<file path="src/rtl/mult_pkg.sv">
// Shared types and defaults for the multiplier scheduler and its arbiter.
package mult_pkg;

  localparam int WIDTH_DEF       = 32;
  localparam int NREQ_DEF        = 4;
  localparam int MUL_LATENCY_DEF = 34;

  typedef enum logic [2:0] {
    IDLE,
    CLEAR,
    LOAD,
    WAIT,
    RESP
  } state_e;

  // Index width for a requester count, never narrower than one bit.
  function automatic int idx_w(input int n);
    return (n > 1) ? $clog2(n) : 1;
  endfunction

endpackage

</file>
<file path="src/rtl/rr_arbiter.sv">
// Combinational round-robin arbiter: first requester at or above ptr_i, wrapping.
module rr_arbiter
  import mult_pkg::*;
#(
  parameter int NREQ = NREQ_DEF,
  parameter int IW   = idx_w(NREQ)
) (
  input  logic [NREQ-1:0] req_i,
  input  logic [IW-1:0]   ptr_i,
  output logic [NREQ-1:0] gnt_o,
  output logic [IW-1:0]   gnt_idx_o
);

  int            j;
  logic [IW-1:0] j_idx;

  // Scan from the farthest offset down so the nearest requester is written last.
  always_comb begin
    gnt_o     = '0;
    gnt_idx_o = '0;
    j         = 0;
    j_idx     = '0;
    for (int i = NREQ - 1; i >= 0; i--) begin
      j = int'(ptr_i) + i;
      if (j >= NREQ) j = j - NREQ;
      j_idx = IW'(j);
      if (req_i[j_idx]) begin
        gnt_o        = '0;
        gnt_o[j_idx] = 1'b1;
        gnt_idx_o    = j_idx;
      end
    end
  end

endmodule

</file>
<file path="src/rtl/mult_scheduler.sv">
// Shares one external sequential multiplier among NREQ requesters: arbitrate,
// sequence the multiplier pins, wait the fixed latency, return the product.
module mult_scheduler
  import mult_pkg::*;
#(
  parameter int WIDTH       = WIDTH_DEF,
  parameter int NREQ        = NREQ_DEF,
  parameter int MUL_LATENCY = MUL_LATENCY_DEF
) (
  input  logic                      clk,
  input  logic                      rst,
  input  logic [NREQ-1:0]           req_valid,
  output logic [NREQ-1:0]           req_ready,
  input  logic [NREQ*WIDTH-1:0]     req_a,
  input  logic [NREQ*WIDTH-1:0]     req_b,
  output logic [NREQ-1:0]           rsp_valid,
  input  logic [NREQ-1:0]           rsp_ready,
  output logic signed [2*WIDTH-1:0] rsp_data,
  output logic                      busy,
  output logic                      mul_rst,
  output logic                      mul_load,
  output logic signed [WIDTH-1:0]   mul_a,
  output logic signed [WIDTH-1:0]   mul_b,
  input  logic signed [2*WIDTH-1:0] mul_out
);

  localparam int            IW       = idx_w(NREQ);
  localparam int            CW       = $clog2(MUL_LATENCY + 1);
  localparam logic [CW-1:0] CNT_LAST = CW'(MUL_LATENCY - 1);
  localparam logic [IW-1:0] IDX_LAST = IW'(NREQ - 1);

  state_e                    state_q, state_d;
  logic [IW-1:0]             rr_ptr_q, rr_ptr_d;
  logic [IW-1:0]             gnt_idx_q, gnt_idx_d;
  logic [CW-1:0]             cnt_q, cnt_d;
  logic signed [2*WIDTH-1:0] rsp_data_q, rsp_data_d;
  logic signed [WIDTH-1:0]   a_q, b_q;

  logic [NREQ-1:0] arb_gnt;
  logic [IW-1:0]   arb_idx;
  logic            req_hs, rsp_hs, cnt_done;

  rr_arbiter #(
    .NREQ (NREQ),
    .IW   (IW)
  ) u_arb (
    .req_i     (req_valid),
    .ptr_i     (rr_ptr_q),
    .gnt_o     (arb_gnt),
    .gnt_idx_o (arb_idx)
  );

  assign req_hs   = (state_q == IDLE) && (|req_valid);
  assign rsp_hs   = (state_q == RESP) && rsp_ready[gnt_idx_q];
  assign cnt_done = (cnt_q == CNT_LAST);
  assign rsp_data = rsp_data_q;

  always_ff @(posedge clk or negedge rst) begin
    if (!rst) begin
      state_q    <= IDLE;
      rr_ptr_q   <= '0;
      gnt_idx_q  <= '0;
      cnt_q      <= '0;
      rsp_data_q <= '0;
    end else begin
      state_q    <= state_d;
      rr_ptr_q   <= rr_ptr_d;
      gnt_idx_q  <= gnt_idx_d;
      cnt_q      <= cnt_d;
      rsp_data_q <= rsp_data_d;
    end
  end

  // Operand holding registers; only observable through the gated mul_a/mul_b.
  always_ff @(posedge clk) begin
    if (req_hs) begin
      a_q <= req_a[arb_idx*WIDTH +: WIDTH];
      b_q <= req_b[arb_idx*WIDTH +: WIDTH];
    end
  end

  always_comb begin
    state_d    = state_q;
    rr_ptr_d   = rr_ptr_q;
    gnt_idx_d  = gnt_idx_q;
    cnt_d      = cnt_q;
    rsp_data_d = rsp_data_q;
    unique case (state_q)
      IDLE: begin
        if (req_hs) begin
          state_d   = CLEAR;
          gnt_idx_d = arb_idx;
          rr_ptr_d  = (arb_idx == IDX_LAST) ? '0 : arb_idx + 1'b1;
        end
      end
      CLEAR: state_d = LOAD;
      LOAD: begin
        state_d = WAIT;
        cnt_d   = '0;
      end
      WAIT: begin
        if (cnt_done) begin
          state_d    = RESP;
          cnt_d      = '0;
          rsp_data_d = mul_out;
        end else begin
          cnt_d = cnt_q + 1'b1;
        end
      end
      RESP: if (rsp_hs) state_d = IDLE;
      default: state_d = IDLE;
    endcase
  end

  // mul_rst also follows the block reset so the multiplier is held while rst is low.
  always_comb begin
    req_ready = '0;
    rsp_valid = '0;
    mul_rst   = ~rst;
    mul_load  = 1'b0;
    mul_a     = '0;
    mul_b     = '0;
    busy      = (state_q != IDLE);
    unique case (state_q)
      IDLE:  if (rst) req_ready = arb_gnt;
      CLEAR: mul_rst = 1'b1;
      LOAD: begin
        mul_load = 1'b1;
        mul_a    = a_q;
        mul_b    = b_q;
      end
      WAIT: begin
        mul_a = a_q;
        mul_b = b_q;
      end
      RESP:    rsp_valid[gnt_idx_q] = 1'b1;
      default: ;
    endcase
  end

endmodule

</file>
<file path="config.mk">
export PLATFORM = sky130hd
export DESIGN_NAME = mult_scheduler
export DESIGN_NICKNAME = d
export VERILOG_FILES = /design/src/rtl/mult_pkg.sv /design/src/rtl/rr_arbiter.sv /design/src/rtl/mult_scheduler.sv
export SDC_FILE = /design/constraint.sdc
export NUM_CORES = 1
export LEC_CHECK = 0
export CAP_MARGIN = 20
export CORE_AREA = 2 2 185 187
export DETAILED_ROUTE_END_ITERATION = 10
export DIE_AREA = 0 0 187 189
export MAX_ROUTING_LAYER = met4
export REMOVE_ABC_BUFFERS = 1
export SYNTH_ARGS = -nofsm -noshare
export SYNTH_HDL_FRONTEND = slang
export SYNTH_SLANG_ARGS = --single-unit
export TNS_END_PERCENT = 1
</file>
<file path="constraint.sdc">
create_clock -name clk -period 2.6 [get_ports clk]
set_input_delay 0.26 -clock clk [delete_from_list [all_inputs] [get_ports clk]]
set_output_delay 0.26 -clock clk [all_outputs]
set_load 0.05 [all_outputs]
</file>
-- Word level (Yosys, flattened, before mapping)
Index checks and enable logic that the tools add are counted.
- bits in registers: 141
- latch bits: 0
- RAM bits: 0
- bits in read-only memories: 0
- output and inout bits: 139
- logic and storage cells: 103
- memories kept: 0
- add/sub/neg operators: 9
- $mul: 0
- div/mod/pow operators: 0
- $lt $le $gt $ge: 14
- eq/ne operators: 9
- shift-type cells: 2
- muxes and demuxes: 46
- bitwise gates (word level): 1
- reductions and logical operators: 15
- operators with widths (cell ; number):
    $shiftx A128 B8 Y32 ; 2
    $mux W32 ; 2
    $mux W4 ; 7
    $mux W2 ; 9
    $lt A2 B3 Y1 const B ; 5
    $pmux W3 S5 ; 1
    $mux W1 ; 12
    $pmux W6 S2 ; 1
    $bmux W1 S2 ; 5
    $demux W1 S2 ; 5
    $ge A2 B1 Y1 const B ; 5
    $ge A3 B3 Y1 const B ; 3
    $mux W3 ; 3
    $sub A2 B1 Y2 const B ; 4
    $logic_and A1 B1 Y1 ; 7
    $add A2 B2 Y3 const B ; 2
    $add A6 B1 Y6 const B ; 1
    $eq A3 B2 Y1 const B ; 2
    $eq A6 B6 Y1 const B ; 1
    $mux W6 ; 1
    $ne A2 B2 Y1 const B ; 3
    $reduce_and A2 Y1 ; 2
    $reduce_or A4 Y1 ; 1
    $add A2 B1 Y3 const B ; 1
    other kinds (11) ; 11

-- Logic depth before layout (Yosys ltp)
- word-level depth: 13
- mapped depth: 10
- depth with buffers taken out: 7

-- Modules after synthesis
A second synthesis with hierarchy kept.
- cells, all modules: 494
- area total of the unflattened synthesis: 7815.0 um2
- modules (own cells, without submodules) (module ; times used ; cells an instance ; area an instance (um2) ; seq. area each (um2)):
    mult_scheduler ; 1 ; 434 ; 7319.5 ; 3848.7
    rr_arbiter ; 1 ; 60 ; 495.5 ; 0.0

-- Worst setup path after synthesis
Ideal clock, no wire load.
- path type: register to output
- from: register rr_ptr_q[0]
- to: output port req_ready[2]
- data arrival time: 2945 ps
- data required time: 2340 ps
- path slack: -605 ps
- cell stages (with the launch flop): 8
- buffers on the path: 2
- cells stage by stage: dfrtp_1 buf_6 inv_1 ha_1 mux4_2 clkbuf_1 nor2b_1 o31ai_1
- word-level cells in the longest chain between the ends: 13
- elaborated cells on any way between the ends: 49
- classes of those cells: add/sub: 7; order compare: 12; mux: 26; reduce/logical: 4
- ends and longest elaborated chain (item ; line ; source):
    from (decl) ; mult_scheduler.sv:33 ; logic [IW-1:0] rr_ptr_q, rr_ptr_d;
    from (signal assigned) ; mult_scheduler.sv:67 ; rr_ptr_q <= rr_ptr_d;
    $add A2 B2 Y3 ; rr_arbiter.sv:24 ; j = int'(ptr_i) + i;
    $ge A3 B3 Y1 or $sub A2 B1 Y2 (tied branches) ; rr_arbiter.sv:25 ; if (j >= NREQ) j = j - NREQ;
    $mux W2 ; rr_arbiter.sv:25 ;
    $lt A2 B3 Y1 (not written as such) or $ge A2 B1 Y1 (tied branches) ; rr_arbiter.sv:29 ; gnt_o[j_idx] = 1'b1;
    $logic_and A1 B1 Y1 (not written as such) ; rr_arbiter.sv:29 ;
    $mux W1 (not written as such) ; rr_arbiter.sv:29 ;
    $demux W1 S2 ; - ;
    $mux W4 (3 in a row) ; rr_arbiter.sv:27 ; if (req_i[j_idx]) begin
    $mux W4 (*) ; rr_arbiter.sv:27 ;
    $mux W4 (*) ; mult_scheduler.sv:125 ; IDLE: if (rst) req_ready = arb_gnt;
    $mux W4 (*) ; mult_scheduler.sv:124 ; unique case (state_q)
    to (decl) ; mult_scheduler.sv:13 ; output logic [NREQ-1:0] req_ready,
Every way passes the cells marked *; elsewhere a longest branch is shown, timed or not. The select of a mux whose other input is x is not followed.

-- Worst setup path after layout
- from: register rr_ptr_q[1]
- to: output port req_ready[3]
Same word-level chain as after synthesis.

==> results.ini <==
[floorplanning]
coreArea_mm2=0.03328
die_width_um=187
start_util=0.2223
die_y_um=189
row_count=67
io_pins=469
die-area_mm2=0.03534

[route]
avgViaCountPerCell=4.361
dr.pass1.iters=5
drc=0
ant_nets=0
drtIter0Drc=261
finalWirelength_mm=28.05
vias=6267
routedWlPerCell_um=19.52

[clock_tree]
clkTransAtPathRegs_ps=60
cts_buffers=17
cts_sinks=141
cts_buffer_depth=2
cts_root_buffer=clkbuf_16
cts_tree=yes
cts_max_level=4
clk_latency_ps=430

[synth]
yosys.area.top_type=dfrtp_1
yosys_warnings=0
postSynthAreaPerCell_um2=15.71
synth_top_area_frac=0.2604
yosysUniqueCellTypes=39
ys_ff_latch=141
synth_area_mm2=0.007398
yosys-top-cells-area=dfrtp_1 26%, edfxtp_1 26%, mux4_2 21%
synth-seq-area-share=0.5202
synthCells=471

[power]
p_leak_nw=5.388
power_density_mw_per_mm2=902.8
power_mw=12.30
ir_drop_mv=0.4562

[sta]
hold_violations=0
finalClockSkew_ps=12.61
fin_setup_tns_ps=-374.2
hold_slack_ps=445.9
worst_pin_slew_ps=684.8
setup_viol=4
rsz0062_at_grt=yes
post-route-period-util=1.041
timing.fmax_mhz=369.5
finalMaxSlewViolations=0
worst_slack_ps=-106.6
fin_crit_ps=2707
slew_headroom=0.5435

[place]
dpl_cell_area_mm2=0.01282
place_congestion=0.8412
dpl.hpwl_mm=22.38
dp.cells=1400
place_ws_ps=-208.2
io_buffers=468

[flow_run]
maxCapViolCount=0

[cells_and_area]
fin_cells=1437
final_area_mm2=0.01363
finish.utilization=0.4095
drive_above_1_share=0.2938
nets=1314
synthToLayoutAreaGrowth_pct=84.19

[critical_path]
path_max_fanout=4
cp-end-kind=output port
crit_path_start_kind=flop
slowest_delay_ps=510
crit_slowest_cell=mux4_2
cp-startpoint=rr_ptr_q[1]
timing.rr.start=rr_ptr_q[1]
arrival_ps=2450
cp_common_cell=buf_6
crit_chain=buf_6, mux4_2, buf_6, or3_4, o31ai_2, buf_4, buf_12
required_ps=2340
worstSetupPathType=flop to output port

[global_routing]
antenna_found_initial=2
grt_util_all_layers=0.1641
grt_max_degree=65
grt_pass1_wl_mm=41.84
gr-total-overflow=0
grt_pass1_vias=6903

[run_status]
violations=setup timing
status=finished with violations

[hold_path]
hold_class=input pin to async pin

==> metal layers <==
metal | global-route usage | up-vias | routed length [µm]
met5 | - | - | 0
li1 | - | 2846 | -
met3 | 0.06339 | 20 | 2562
met1 | 0.1716 | 3085 | 10160
met4 | 0.04090 | 0 | 395
met2 | 0.2904 | 316 | 14930
==> power by group <==
part           internal (mW)  switching (mW)
Combinational           2.93            3.54
Sequential              2.98           0.291
Clock                   1.52            1.05
Total                   7.43            4.87
==> cells by family (layout without fill, tap and decap cells) <==
logic type,count (synthesis),count (layout),share of synthesized area
other cells,0,2,0
buf+inv,34,550,0.02638
mux,136,136,0.3115
xor+xnor,2,2,0.002368
compound gates,31,31,0.02960
fa+ha+maj,10,10,0.01691
flops,141,141,0.5202
simple gates,117,117,0.09302
==> worst max-delay path: cells and delay by family, from the launching register on <==
kind | cells | cell delay (ps)
buf+inv | 4 | 520
simple gates | 1 | 410
mux | 1 | 510
flops | 1 | 380
compound gates | 1 | 200
==> state kept, by name, summed over array words and instances, names as in the netlist <==
register and cells:
rsp_data 64, a_q 32, b_q 32, cnt_q 6, state_q 3, gnt_idx_q 2
rr_ptr_q 2
==> synth_stat cells <==
cell	instances
nor3b_1	3
o21ai_2	1
and3b_1	1
buf_6	7
nor2b_1	6
a221oi_1	4
o22ai_1	2
nand2_1	13
o21ai_1	1
o21ai_4	1
mux2_2	64
edfxtp_1	64
nand3_1	8
inv_1	5
nand2b_1	4
buf_2	12
o21ai_0	10
and2_1	64
xor2_1	2
clkbuf_1	10
nor3_1	2
dfrtp_1	77
mux2i_1	3
o21bai_1	2
and3_1	3
a221o_1	1
o211ai_1	1
and4_1	1
a21oi_1	1
o31ai_1	4
mux4_2	69
ha_1	10
o221ai_1	1
or3_1	4
a21o_1	1
or2_2	1
o21a_1	1
nor2_1	6
nor2b_4	1
==> what timing repair did <==
action / in CTS / in global routing
pin swaps: 4 / 1
endpoints found under the setup margin: 31 / 77
buffers inserted: 2 / 0
hold buffers: 1 / 0
endpoints found under the hold margin: 25 / 0
resized for setup: 19 / 17
==> cell type report <==
type | count | area, µm²
diodes | 2 | 5.005
clock buffers | 19 | 432.9
clock inverters | 13 | 158.9
fillers | 3168 | 19650
inverters | 5 | 18.77
multi-input cells | 296 | 3500
flip-flops and latches | 141 | 3849
well taps | 448 | 560.5
repair buffers | 513 | 5102
==> cell usage in the layout, fill, tap and decap left out, types with 2 or more instances in the layout <==
cell	synthesis	final
a221oi_2	0	2
a221oi_4	0	2
and2_1	64	64
and3_1	3	2
buf_12	0	14
buf_4	0	87
buf_6	7	5
bufinv_16	0	3
clkbuf_1	10	2
clkbuf_16	0	17
clkdlybuf4s50_1	0	395
clkinv_2	0	2
dfrtp_1	77	77
diode_2	0	2
dlymetal6s2s_1	0	9
edfxtp_1	64	64
ha_1	10	9
inv_1	5	4
inv_4	0	4
inv_6	0	2
mux2_2	64	64
mux2i_1	3	3
mux4_2	69	69
nand2_1	13	11
nand2b_1	4	4
nand3_1	8	8
nor2_1	6	5
nor2b_1	6	5
nor2b_4	1	2
nor3_1	2	2
nor3b_1	3	3
o21ai_0	10	10
o21ai_4	1	2
o21bai_1	2	2
o22ai_1	2	2
o31ai_2	0	2
o31ai_4	0	2
or3_1	4	3
xor2_1	2	2
==> path summary, 6_finish.rpt <==
check	depth (start not counted)	slack [ps]	end
max	7	-110	req_ready[3]
min reg2reg	1	500	rsp_data[61]
max in group asynchronous	4	1140	rsp_data[16]
min	3	450	rsp_data[17]
min in group clk	2	450	rsp_data[30]
max reg2reg	8	40	b_q[18]
No activity file was read; power rests on OpenSTA's default activity.
